[src/rtl/fetch_queue.sv]
// fetch_queue: instruction fetch front end feeding the decode/register stage.
// Owns the fetch PC, reads instruction memory over a req/ack handshake that
// tolerates wait states, and buffers {pc, instr} pairs in a DEPTH-entry FIFO.
// A redirect flushes the FIFO and restarts fetch at the target; a request
// already on the bus when the redirect arrives is completed and dropped (DRAIN).
//
// Ports:
//   clk, rst_n              clock, async active-low reset
//   imem_req/imem_addr      read request and word-aligned address
//   imem_ack/imem_rdata     request completion and returned instruction
//   redirect/redirect_pc    flush + new fetch PC (bits [1:0] ignored)
//   out_valid/out_ready     head-of-queue handshake to the datapath
//   out_instr/out_pc/out_pc4 head entry (zero when empty)
//   count                   FIFO occupancy
module fetch_queue #(
  parameter int          DEPTH    = 4,
  parameter logic [31:0] RESET_PC = 32'h0000_0000
) (
  input  logic                     clk,
  input  logic                     rst_n,
  output logic                     imem_req,
  output logic [31:0]              imem_addr,
  input  logic                     imem_ack,
  input  logic [31:0]              imem_rdata,
  input  logic                     redirect,
  input  logic [31:0]              redirect_pc,
  output logic                     out_valid,
  input  logic                     out_ready,
  output logic [31:0]              out_instr,
  output logic [31:0]              out_pc,
  output logic [31:0]              out_pc4,
  output logic [$clog2(DEPTH):0]   count
);
  localparam int AW = $clog2(DEPTH);
  localparam int CW = AW + 1;

  typedef enum logic {RUN, DRAIN} state_e;

  typedef struct packed {
    logic [31:0] pc;
    logic [31:0] instr;
  } fq_entry_t;

  state_e          state_q, state_d;
  logic [31:0]     fetch_pc_q, fetch_pc_d;
  logic [31:0]     drain_addr_q, drain_addr_d;
  logic [AW-1:0]   rptr_q, wptr_q;
  logic [CW-1:0]   count_q;
  fq_entry_t       mem_q [DEPTH];

  logic            push, pop;
  logic [31:0]     tgt_pc;
  fq_entry_t       head;

  assign tgt_pc = {redirect_pc[31:2], 2'b00};

  // Next state, request generation and push decision.
  // imem_req is gated by rst_n so it drops the instant reset asserts.
  always_comb begin
    state_d      = state_q;
    fetch_pc_d   = fetch_pc_q;
    drain_addr_d = drain_addr_q;
    push         = 1'b0;
    imem_req     = 1'b0;
    imem_addr    = fetch_pc_q;
    case (state_q)
      RUN: begin
        imem_req  = rst_n && (count_q < CW'(DEPTH));
        imem_addr = fetch_pc_q;
        if (redirect) begin
          fetch_pc_d = tgt_pc;
          // A started-but-unacked request cannot be withdrawn: finish it blind.
          if (imem_req && !imem_ack) begin
            drain_addr_d = fetch_pc_q;
            state_d      = DRAIN;
          end
        end else if (imem_req && imem_ack) begin
          push       = 1'b1;
          fetch_pc_d = fetch_pc_q + 32'd4;
        end
      end
      DRAIN: begin
        imem_req  = rst_n;
        imem_addr = drain_addr_q;
        if (redirect) fetch_pc_d = tgt_pc;
        if (imem_ack) state_d = RUN;
      end
      default: state_d = RUN;
    endcase
  end

  assign out_valid = (count_q != '0);
  assign pop       = out_valid && out_ready && !redirect;

  always_ff @(posedge clk or negedge rst_n) begin
    if (!rst_n) begin
      state_q      <= RUN;
      fetch_pc_q   <= RESET_PC;
      drain_addr_q <= '0;
      rptr_q       <= '0;
      wptr_q       <= '0;
      count_q      <= '0;
    end else begin
      state_q      <= state_d;
      fetch_pc_q   <= fetch_pc_d;
      drain_addr_q <= drain_addr_d;
      if (redirect) begin
        rptr_q  <= '0;
        wptr_q  <= '0;
        count_q <= '0;
      end else begin
        if (push) wptr_q <= wptr_q + AW'(1);
        if (pop)  rptr_q <= rptr_q + AW'(1);
        case ({push, pop})
          2'b10:   count_q <= count_q + CW'(1);
          2'b01:   count_q <= count_q - CW'(1);
          default: count_q <= count_q;
        endcase
      end
    end
  end

  // Entry storage needs no reset: it is only read when count is non-zero.
  always_ff @(posedge clk) begin
    if (push) mem_q[wptr_q] <= '{pc: fetch_pc_q, instr: imem_rdata};
  end

  assign head      = mem_q[rptr_q];
  assign out_instr = out_valid ? head.instr : 32'd0;
  assign out_pc    = out_valid ? head.pc    : 32'd0;
  assign out_pc4   = out_valid ? head.pc + 32'd4 : 32'd0;
  assign count     = count_q;

endmodule
[config.mk]
export PLATFORM = sky130hd
export DESIGN_NAME = fetch_queue
export DESIGN_NICKNAME = d
export VERILOG_FILES = /design/src/rtl/fetch_queue.sv
export SDC_FILE = /design/constraint.sdc
export NUM_CORES = 1
export LEC_CHECK = 0
export ABC_CLOCK_PERIOD_IN_PS = 2750
export BUFFER_PORTS_ARGS = -buffer_cell sky130_fd_sc_hd__buf_2
export CORE_ASPECT_RATIO = 2
export CORE_UTILIZATION = 41
export CTS_CLUSTER_DIAMETER = 120
export CTS_CLUSTER_SIZE = 28
export DETAILED_ROUTE_END_ITERATION = 8
export GPL_TIMING_DRIVEN = 0
export MAX_ROUTING_LAYER = met4
export PLACE_DENSITY = 0.71
export SETUP_SLACK_MARGIN = 0.15
export SYNTH_ARGS = -nofsm -noshare
export SYNTH_HDL_FRONTEND = slang
export SYNTH_SLANG_ARGS = --single-unit
export TNS_END_PERCENT = 1
[constraint.sdc]
create_clock -name clk -period 2.75 [get_ports clk]
set_clock_uncertainty 0.15 [all_clocks]
set_input_delay 0.275 -clock clk [delete_from_list [all_inputs] [get_ports clk]]
set_output_delay 0.275 -clock clk [all_outputs]
set_load 0.01 [all_outputs]
* Word level (Yosys, flattened, before mapping)
Memory sizes are Yosys's and may differ from the RTL's.
Cells that the tools add are included.
** Cells by class
- $add $sub $neg :: 6
- $lt $le $gt $ge :: 1
- Equality and inequality tests :: 4
- Multiplexer cells :: 24
- Bitwise logic cells :: 1
- Reductions and logical operators :: 13
** Operators by type and width (number)
- $mux 32 :: 6
- $pmux 32 s2 :: 2
- $add 32x3->32 const B :: 2
- $mux 1 :: 8
- $mux 2 :: 4
- $pmux 3 s2 :: 1
- $reduce_bool 3->1 :: 2
- $logic_and 1x1->1 :: 5
- $add 2x1->2 const B :: 2
- $pmux 1 s2 :: 2
- $reduce_bool 2->1 :: 2
- $add 3x1->3 const B :: 1
- $lt 3x3->1 const B :: 1
- $mux 3 :: 1
- $ne 3x3->1 const B :: 1
- $reduce_and 3->1 :: 1
- $sub 3x1->3 const B :: 1
- $eq 2x1->1 const B :: 1
- $eq 2x2->1 const B :: 1
- $logic_not 1->1 :: 2
- $ne 2x2->1 const B :: 1
- $reduce_and 2->1 :: 1
- $not 1->1 :: 1
** Storage, ports and cells
- Register bits after elaboration :: 72
- Memory bits (writable) :: 256
- Input port bits :: 69
- Output and inout bits :: 133
- Memories kept :: 1
** Memories
- mem_q :: words 4, width 64, rd ports 1, clocked after Yosys merged registers in 0, wr ports 1, line 49 : fq_entry_t mem_q [DEPTH];

* Longest topological paths before layout
Gate-level depths: netlist of run 1.
- Depth in word-level cells :: 9
- Mapped depth :: 9
- Gate-level depth less buffers :: 9

* Least setup slack after synthesis of run 1
Ideal clock, no wire load.
- Path type :: register to register
- Start point :: reg count_q[2] (netlist: count[2])
- End point :: mem mem_q[0][0] (netlist name), enable pin
- Arrival time :: 2.477 ns
- Required time :: 2.174 ns
- Path slack :: -0.304 ns
- Stages on the path, launching flop included :: 4
- Clock period less this slack :: 3.054 ns
- Cells stage by stage :: dfrtp_1 nand3b_1 nor2_1 and2_1
** On the way
- Word-level cells in the longest chain between the ends :: 8
** RTL lines
- start, declared :: line 48 : logic [CW-1:0] count_q;
- start signal, assigned :: line 115 : 2'b10: count_q <= count_q + CW'(1);
- start signal, assigned :: line 116 : 2'b01: count_q <= count_q - CW'(1);
- start signal, assigned :: line 117 : default: count_q <= count_q;
- $lt 3x3->1 :: line 68 : imem_req = rst_n && (count_q < CW'(DEPTH));
- $logic_and 1x1->1 :: line 68
- $logic_and 1x1->1 :: line 77 : end else if (imem_req && imem_ack) begin
- $mux 1 :: line 77
- $mux 1 :: line 70 : if (redirect) begin
- $mux 1 :: line 66 : case (state_q)
- $mux 1 :: line 125 : if (push) mem_q[wptr_q] <= '{pc: fetch_pc_q, instr: imem_rdata};
- $mux 1 (implied by the code) :: line 125
- end, declared :: line 49
No other way between the ends.

* Worst setup path in the final report of run 1
- Start point :: reg rptr_q[0]
- End point :: out out_pc4[19]
** On the way
- Word-level cells in the longest chain between the ends :: 3
** RTL lines
- start, declared :: line 47 : logic [AW-1:0] rptr_q, wptr_q;
- start signal, assigned :: line 113 : if (pop) rptr_q <= rptr_q + AW'(1);
- $mem_v2 4x64
- $add 32x3->32 :: line 131 : assign out_pc4 = out_valid ? head.pc + 32'd4 : 32'd0;
- $mux 32 :: line 131
- end, declared :: line 31 : output logic [31:0] out_pc4,
No other way between the ends.

==> impl_results.md, run 1 <==
- Outcome: finished, violations left
- Failing checks: setup timing
- CP Capture Type: output port
- Setup Viol. Count Final: 59
- Pleak: around 0.0064 µW
- CP required: ~2.3 ns
- Final worst-path cycle share: 126%
- Post-Syn Area: 13900 µm²
- Core area: 33500 µm²
- Root buf cell: clkbuf_16
- Syn avg cell area: approximately 15 µm²
- Hold EP: fetch_pc_q[26]
- Starting density of the core: 41.6%
- Vias in the first global route: between 9000 and 10000
- Total global routing overflow: 0
- Startpoint Class: register
- Number of distinct library cells after synthesis: 58
- Wire per inst: 22.2 µm
- Die Span X: 132 µm
- Max frequency: a little under 0.3 GHz
- Commonest non-fill, non-tap cell in the layout: edfxtp_1
- Max clock buf depth: 3
- Layout cells sized above 1: 38.5%
- Area after DPL: 15600 µm²
- Port Buf Inserts: around 190
- Routability congestion estimate from global placement: 0.960
- Reg2Reg Capture Point: count[2]
- Syn-to-layout area delta: 25.9%
- Final WL: 36700 µm
- First-iteration detailed-routing DRC count: 559
- Max-cap violations: 0
- Post-synth top area share: 53.4%
- Yosys top cell by area: edfxtp_1
- Via count: 9001
- Setup slack after layout: -0.717 ns
- Clock sinks: 316
- Footprint of the multi-input gates: ~4700 µm²
- Peak supply drop: 426 µV
- Clock buffer count from CTS: 15
- Nets@finish: 1282
- Worst r2r path cells: 8
- Synth Flop Type: edfxtp_1
- Final instance area: between 15000 and 20000 µm²
- RR Startpoint: count[2]
- Mapped Cells: 904
- Antenna violations before repair: 0
- Minimum clock period: approximately 3.5 ns
- Area contributors post-synth: edfxtp_1, dfrtp_1, mux4_2
- FF+latch area: about 9200 µm²
- Power per cell area: 758 nW/µm²
- H-Tree Depth: 1
- Most frequent cells in the layout: edfxtp_1, buf_2, mux4_2
- Worst Hold Launch: redirect_pc[26]
- Fin. max-slew vios: 0
- CP arrival: 3.04 ns
- Rel. slew slack: between 50% and 60%
- EDFF count, synth: around 250
- Crit-path max FO: 9
- DRC Markers: 0
- Overall power: between 10000 and 15000 µW
- R2r setup slk: -0.43 ns
- RSZ-0062 raised after global routing: yes
- Sequential area share after synthesis: about two thirds
- CTS tree: built
- Critical path class: register to output port
- Total global-route track usage: 22.0%
- DRT Pass-1 Iters: 4
- Antenna Nets Post-Route: 0
- Die area: roughly 35000 µm²
- Num rows: 95
- Global-route wire length before repair: 56300 µm
- Final HPWL DP: approximately 26000 µm
- Worst skew pair latency: roughly 0.53 ns
- Clock slew at reported path FFs: 0.12 ns
- Syn. warnings: 0
- Largest net degree at the start of global routing: 68
- Worst min path class: input port to register
- Die height: around 260 µm
- I/O pins: 202
- Hold Path Depth: 4
- Final hold vios: 0
- Fillers: 2838
- Post-synthesis async set-or-reset flop share: a little over a fifth
- DR vias/cell: 5.45
- Register bit count reported by yosys: between 300 and 400
- Worst-margin pin slew: just under 0.7 ns
-- through the flow --
step / hold WS, ns / util [%] / TNS (ns) / std cells / setup slack (ns)
after floorplan: -0.171 / - / -56.59 / 909 / -0.303
after detailed placement: -0.0745 / 46.6 / -37.10 / 1543 / -1.05
after global placement: 0.312 / 46.2 / -737.54 / 1538 / -2.99
after CTS: 0.00947 / 51.4 / -24.15 / 1648 / -0.747
after global routing: 0.0216 / 52.4 / -22.10 / 1651 / -0.792
final: 0.0210 / 52.4 / -16.38 / 1652 / -0.717
-- sequential cells by signal, indices dropped and copies added, names as in the netlist --
signal        flops
fetch_pc_q       30
state_q           1
rptr_q            2
wptr_q            2
mem_q           248
drain_addr_q     30
count             3
-- how the worst max path moves through the flow --
stage                     startpoint           end  slack, ns
after floorplan             count[2]   mem_q[1][0]      -0.30
after global placement         rst_n  mem_q[1][16]      -2.99
after detailed placement       rst_n      count[2]      -1.05
after CTS                  rptr_q[0]   out_pc4[28]      -0.75
after global routing       rptr_q[0]   out_pc4[28]      -0.79
final                      rptr_q[0]   out_pc4[19]      -0.72
-- critical path: stages (launching register included) --
cell	delay [ns]
dfrtp_1	0.43
buf_8	0.16
buf_4	0.15
mux4_2	0.41
nand4_1	0.16
or2_4	0.35
or4_1	0.44
a21oi_1	0.23
buf_2	0.17
-- power by group --
group / switching (µW) / total [µW] / leakage, µW / internal, µW
logic: 2400 / 4880 / 0.00312 / 2470
registers: 333 / 5870 / 0.00304 / 5540
clock network: 1490 / 2560 / 0.000210 / 1070
total: 4220 / 13300 / 0.00637 / 9080
-- repair_timing --
action                                  4_1_cts  5_1_grt
endpoints found under the setup margin      276      267
setup buffers                                16        3
resized for setup                           121       96
hold buffers                                 62        0
endpoints found under the hold margin       224        0
pin swaps                                    17       20
cloned                                        2        0
-- Yosys cell counts (all sizes together), types with 6 or more instances --
| cell | number |
|---|---|
| nand3 | 26 |
| dfrtp | 68 |
| clkbuf | 32 |
| inv | 13 |
| mux4 | 62 |
| or4 | 7 |
| nor2 | 42 |
| xnor2 | 16 |
| nand2 | 48 |
| nand4 | 10 |
| edfxtp | 248 |
| and2 | 67 |
| o21ai | 40 |
| o31ai | 6 |
| a21oi | 32 |
| and3 | 12 |
| nor4 | 7 |
| or3 | 7 |
| xor2 | 8 |
| buf | 21 |
| mux2 | 63 |
| o22ai | 6 |
| nor3 | 17 |
| ha | 6 |
-- kinds of logic after synthesis --
| logic type | count (synthesis) | synth area share [%] |
|---|---|---|
| multiplexers | 126 | 15.4 |
| flip-flops | 316 | 65.6 |
| adder cells (fa/ha/maj) | 7 | 0.682 |
| AO/OA/AOI/OAI | 107 | 4.59 |
| other | 1 | 0.0269 |
| AND/OR/NAND/NOR | 257 | 9.91 |
| buffers and inverters | 66 | 2.23 |
| XOR/XNOR | 24 | 1.51 |
-- layer usage --
layer / global-route usage (%) / share of wire (%) / up-vias
li1: - / - / 4064
met1: 24.1 / 36 / 4553
met2: 40.7 / 56 / 316
met3: 1.35 / 3.9 / 68
met4: 9.29 / 4.0 / 0
met5: - / 0 / -
-- layout make-up --
cell class	instances	share of cell area [%]
clock buffer	24	2.33
clock inverter	2	0.164
sequential	316	52.2
multi-input combinational	527	27.0
timing repair buffer	281	12.3
tap	436	3.11
antenna	1	0.0143
inverter	13	0.307
buffer	52	2.64
Power figures use the tool's default switching activity.
==> run 2, diff against run 1 <==
==> constraint.sdc (replaced) <==
create_clock -name clk -period 2.75 [get_ports clk]
set_clock_uncertainty 0.15 [all_clocks]
set_input_delay 0 -clock clk [delete_from_list [all_inputs] [get_ports clk]]
set_output_delay 0 -clock clk [all_outputs]
set_load 0.01 [all_outputs]
==> impl_results.md, run 2 (synthesis gave the netlist of run 1 again) <==
- Total global-route track usage: 22.0% (about the same)
- Die height: 263 µm (unchanged)
- Clock slew at reported path FFs: 0.12 ns (about the same)
- Crit-path max FO: 10 (was 9)
- Outcome: finished, violations left (unchanged)
- Clock sinks: 316 (unchanged)
- Final hold vios: 0 (unchanged)
- Setup slack after layout: -0.440 ns (was -0.717 ns)
- Layout cells sized above 1: 34.8% (was 38.5%)
- Worst r2r path cells: 8 (unchanged)
- Final HPWL DP: 25700 µm (unchanged)
- Port Buf Inserts: 193 (unchanged)
- CP arrival: 3.50 ns (was 3.04 ns)
- CP Capture Type: register (was output port)
- Final worst-path cycle share: 116% (was 126%)
- Fillers: 2902 (was 2838)
- CTS tree: built (unchanged)
- Vias in the first global route: 9507 (was 9509)
- Fin. max-slew vios: 0 (unchanged)
- Root buf cell: clkbuf_16 (unchanged)
- Area after DPL: 15600 µm² (unchanged)
- Die area: 34800 µm² (unchanged)
- Max clock buf depth: 3 (unchanged)
- RSZ-0062 raised after global routing: yes (unchanged)
- Failing checks: setup timing (unchanged)
- Final Util: 51.4% (was 52.4%)
- Starting density of the core: 41.6% (unchanged)
- Total global routing overflow: 0 (unchanged)
- DRT Pass-1 Iters: 4 (unchanged)
- Largest reg by FF count: mem_q (unchanged)
- Power per cell area: 737 nW/µm² (was 758 nW/µm²)
- Placed Instances: 1543 (unchanged)
- Nets@finish: 1291 (was 1282)
- Peak supply drop: 404 µV (was 426 µV)
- Worst-margin pin slew: 0.941 ns (was 0.674 ns)
- FF+latch area: 9160 µm² (about the same)
- Max-cap violations: 0 (unchanged)
- Setup Viol. Count Final: 75 (was 59)
- Antenna Nets Post-Route: 0 (unchanged)
- Pleak: 0.00629 µW (was 0.00637 µW)
- Commonest non-fill, non-tap cell in the layout: edfxtp_1 (unchanged)
- Worst min path class: input port to register (unchanged)
- First-iteration detailed-routing DRC count: 587 (was 559)
- Worst skew pair latency: 0.53 ns (about the same)
- Startpoint Class: register (unchanged)
- DRC Markers: 0 (unchanged)
- DR vias/cell: 5.45 (about the same)
- # diodes: 0 (was 1)
- Via count: 9049 (was 9001)
- Antenna violations before repair: 0 (unchanged)
- Syn-to-layout area delta: 23.6% (was 25.9%)
- Overall power: 12700 µW (was 13300 µW)
- Global-route wire length before repair: 56200 µm (was 56300 µm)
- Clock buffer count from CTS: 15 (unchanged)
- Final instance area: 17200 µm² (was 17600 µm²)
- Wire per inst: 22.0 µm (was 22.2 µm)
- Num rows: 95 (unchanged)
- Hold Path Depth: 4 (unchanged)
- Fin cells: 1660 (was 1652)
- Max reg flops: 248 (unchanged)
- H-Tree Depth: 1 (unchanged)
- I/O pins: 202 (unchanged)
- Worst hold slack: 0.0440 ns (was 0.0210 ns)
- Max frequency: 0.313 GHz (was 0.288 GHz)
- CP required: 3.06 ns (was 2.33 ns)
- Final WL: 36500 µm (was 36700 µm)
- Minimum clock period: 3.19 ns (was 3.47 ns)
- Die Span X: 132 µm (unchanged)
- Footprint of the multi-input gates: 4680 µm² (was 4730 µm²)
- Rel. slew slack: 37.3% (was 55.1%)
- Most frequent cells in the layout: edfxtp_1, buf_2, dlygate4sd3_1 (was edfxtp_1, buf_2, mux4_2)
- Critical path class: register to register (was register to output port)
- Largest net degree at the start of global routing: 68 (unchanged)
- Core area: 33500 µm² (unchanged)
- Top Registers: mem_q x248, drain_addr_q x30, fetch_pc_q x30 (unchanged)
- Routability congestion estimate from global placement: 0.960 (unchanged)
## run 2: routing by layer
metal  vias up  part of all wire (%)  routed length (µm)  track usage (%)
met1      4564                    36               13200             24.1
met2       330                    55               20200             40.4
met5         -                     0                   0                -
met3        73                   4.3                1560             1.37
met4         0                   4.3                1560             9.79
li1       4082                     -                   -                -
## run 2: layout make-up
type,instances,share of cell area (%)
Clock inverter,2,0.167
Buffer,52,1.93
Multi-Input combinational cell,527,27.1
Tap cell,436,3.17
Sequential cell,316,53.1
Timing Repair Buffer,290,11.8
Inverter,13,0.283
Clock buffer,24,2.37
## run 2: final timing paths
check | endpoint | slack [ns] | from
hold / removal | fetch_pc_q[21] | 0.04 | redirect_pc[21]
min in group asynchronous | fetch_pc_q[26] | 0.06 | rst_n
setup / recovery | count[2] | -0.44 | count[2]
hold reg to reg | drain_addr_q[27] | 0.34 | drain_addr_q[27]
max in group asynchronous | drain_addr_q[28] | 2.04 | rst_n
setup reg to reg | count[2] | -0.44 | count[2]
## run 2: power by group
group	leakage (µW)	internal [µW]	switching (µW)	total, µW
logic	0.00303	1990	2290	4280
clock network	0.000210	1070	1490	2560
registers	0.00305	5540	331	5870
## run 2: repair_timing
action,4_1_cts,5_1_grt
pin swaps,7,8
cloned,2,0
buffers inserted,16,4
hold buffers,70,0
resized for setup,69,24
hold endpoints to repair,233,0
setup endpoints to repair,276,267
## run 2: per-stage QoR
step | worst slack [ns] | setup TNS [ns]
after floorplan | -0.303 | -56.51
after global placement | -2.72 | -636.47
after detailed placement | -0.817 | -11.02
after CTS | -0.476 | -15.41
after global routing | -0.524 | -37.63
final | -0.440 | -13.65
## run 2: critical path, cell delays in order, from the launching register on
cell      delay (ns)
dfrtp_1         0.50
nand3b_1        0.36
o21ai_4         0.37
clkbuf_2        0.34
nor2_1          0.11
fa_1            0.43
or3_1           0.39
a211o_1         0.29
a31oi_1         0.16
==> run 3, diff against run 2 <==
Settings changed: ABC_CLOCK_PERIOD_IN_PS 2750 to 2650, CTS_CLUSTER_DIAMETER 120 to default.
Clock period 2.75 ns to 2.65 ns, I/O delays scaled along.
==> impl_results.md, run 3 (synthesis gave the netlist of run 1 again) <==
- Outcome: finished, violations left (unchanged)
- Failing checks: setup timing (unchanged)
- Antenna Nets Post-Route: 0 (unchanged)
- Max reg flops: 248 (unchanged)
- DRT Pass-1 Iters: 5 (was 4)
- Placed Instances: 1543 (unchanged)
- Root buf cell: clkbuf_16 (unchanged)
- Most frequent cells in the layout: edfxtp_1, buf_2, dlygate4sd3_1 (unchanged)
- Port Buf Inserts: 193 (unchanged)
- Max clock buf depth: 3 (unchanged)
- Die Span X: 132 µm (unchanged)
- Worst min path class: input port to asynchronous set/reset pin (was input port to register)
- Peak supply drop: 527 µV (was 404 µV)
- Power per cell area: 821 nW/µm² (was 737 nW/µm²)
- Wire per inst: 21.8 µm (was 22.0 µm)
- DR vias/cell: 5.46 (was 5.45)
- CP required: 2.50 ns (was 3.06 ns)
- Fin cells: 1685 (was 1660)
- Die height: 263 µm (unchanged)
- Num rows: 95 (unchanged)
- DRC Markers: 0 (unchanged)
- Global-route wire length before repair: 56500 µm (was 56200 µm)
- H-Tree Depth: 1 (unchanged)
- Worst-margin pin slew: 0.913 ns (was 0.941 ns)
- Top Registers: mem_q x248, drain_addr_q x30, fetch_pc_q x30 (unchanged)
- Layout cells sized above 1: 37.3% (was 34.8%)
- Pleak: 0.00653 µW (was 0.00629 µW)
- Max frequency: 0.313 GHz
- Fillers: 2822 (was 2902)
- Fin. max-slew vios: 0 (unchanged)
- Setup WS pre-CTS: -0.917 ns (was -0.817 ns)
- Starting density of the core: 41.6% (unchanged)
- Final HPWL DP: 25700 µm (unchanged)
- CP Capture Type: output port (was register)
- Final WL: 36800 µm (was 36500 µm)
- First-iteration detailed-routing DRC count: 590 (was 587)
- I/O pins: 202 (unchanged)
- Core area: 33500 µm² (unchanged)
- Routability congestion estimate from global placement: 0.960 (unchanged)
- Total global-route track usage: 22.1% (was 22.0%)
- Final worst-path cycle share: 120%
- CTS tree: built (unchanged)
- Die area: 34800 µm² (unchanged)
- Setup Viol. Count Final: 66 (was 75)
- Minimum clock period: 3.19 ns
- Final instance area: 17700 µm² (was 17200 µm²)
- Vias in the first global route: 9587 (was 9507)
- Largest net degree at the start of global routing: 72 (was 68)
- CP arrival: 3.04 ns (was 3.50 ns)
- Syn-to-layout area delta: 27.2% (was 23.6%)
- Total global routing overflow: 0 (unchanged)
- RSZ-0062 raised after global routing: yes (unchanged)
- Largest reg by FF count: mem_q (unchanged)
- Critical path class: register to output port (was register to register)
- # diodes: 0 (unchanged)
- Clock sinks: 316 (unchanged)
- Rel. slew slack: 39.1% (was 37.3%)
- Startpoint Class: register (unchanged)
- Area after DPL: 15600 µm² (unchanged)
- Clock slew at reported path FFs: 0.07 ns (was 0.12 ns)
- Worst skew pair latency: 0.55 ns (was 0.53 ns)
- Setup slack after layout: -0.543 ns (was -0.440 ns)
- Clock buffer count from CTS: 27 (was 15)
- Commonest non-fill, non-tap cell in the layout: edfxtp_1 (unchanged)
- Nets@finish: 1306 (was 1291)
- Via count: 9194 (was 9049)
- Crit-path max FO: 7 (was 10)
- Max-cap violations: 0 (unchanged)
- Final hold vios: 0 (unchanged)
- Antenna violations before repair: 0 (unchanged)
==> run 3: where the power goes <==
part	total [µW]	switching (µW)	internal (µW)	leakage, µW
clock	3960	1730	2220	0.000416
combinational	4510	2400	2110	0.00307
sequential	6100	347	5750	0.00305
total	14600	4480	10100	0.00653
==> run 3: path summary, 6_finish.rpt <==
check                                      start  depth (start not counted)                to  slack, ns
worst max-delay path                   rptr_q[0]                          8       out_pc4[28]      -0.54
worst min-delay path                       rst_n                          4  drain_addr_q[24]       0.01
worst max register to register          count[2]                          8          count[2]      -0.28
worst min register to register  drain_addr_q[24]                          2  drain_addr_q[24]       0.33
max in group asynchronous                  rst_n                          4  drain_addr_q[28]       1.93
min in group clk                 redirect_pc[21]                          4    fetch_pc_q[21]       0.04
==> run 3: per-layer routing <==
layer / up-vias / part of all wire [%] / GRT usage, % / wire, µm
met4: 0 / 3.8 / 9.13 / 1400
met3: 78 / 4.7 / 2.16 / 1730
met5: - / 0 / - / 0
met1: 4646 / 36 / 24.1 / 13300
li1: 4127 / - / - / -
met2: 343 / 55 / 40.6 / 20400
==> run 3: area by class of cell <==
cell class / count / area [µm²] / share of cell area [%]
repair buffers: 293 / 2050 / 11.6
clock buffers: 35 / 726 / 4.09
flip-flops and latches: 316 / 9160 / 51.6
clock inverters: 13 / 146 / 0.826
multi-input cells: 527 / 4710 / 26.5
plain buffers: 52 / 350 / 1.98
inverters: 13 / 52.6 / 0.296
well taps: 436 / 546 / 3.08
==> run 3: critical path: stages (launching register included) <==
cell,delay [ns]
dfrtp_1,0.41
buf_8,0.17
buf_12,0.14
mux4_2,0.41
nand4_4,0.15
or4_4,0.49
or4_4,0.43
a21oi_2,0.13
buf_2,0.15
==> run 3: stage by stage <==
step / hold WS [ns] / setup TNS [ns] / utilization, % / total power [µW]
CTS: -0.351 / -25.21 / 52.2 / 14500
global placement: 0.0605 / -672.25 / 46.2 / 10100
global route: 0.0287 / -21.67 / 52.9 / 15200
floorplan: -0.446 / -75.21 / - / 8540
finish: 0.0116 / -13.22 / 52.9 / 14600
detailed placement: -0.349 / -17.66 / 46.6 / 10200
==> run 3: what timing repair did <==
action | in CTS | in global routing
setup endpoints to repair | 280 | 316
cloned | 2 | 0
resized for setup | 68 | 60
setup buffers | 15 | 8
hold buffers | 68 | 2
pin swaps | 8 | 13
endpoints found under the hold margin | 233 | 68
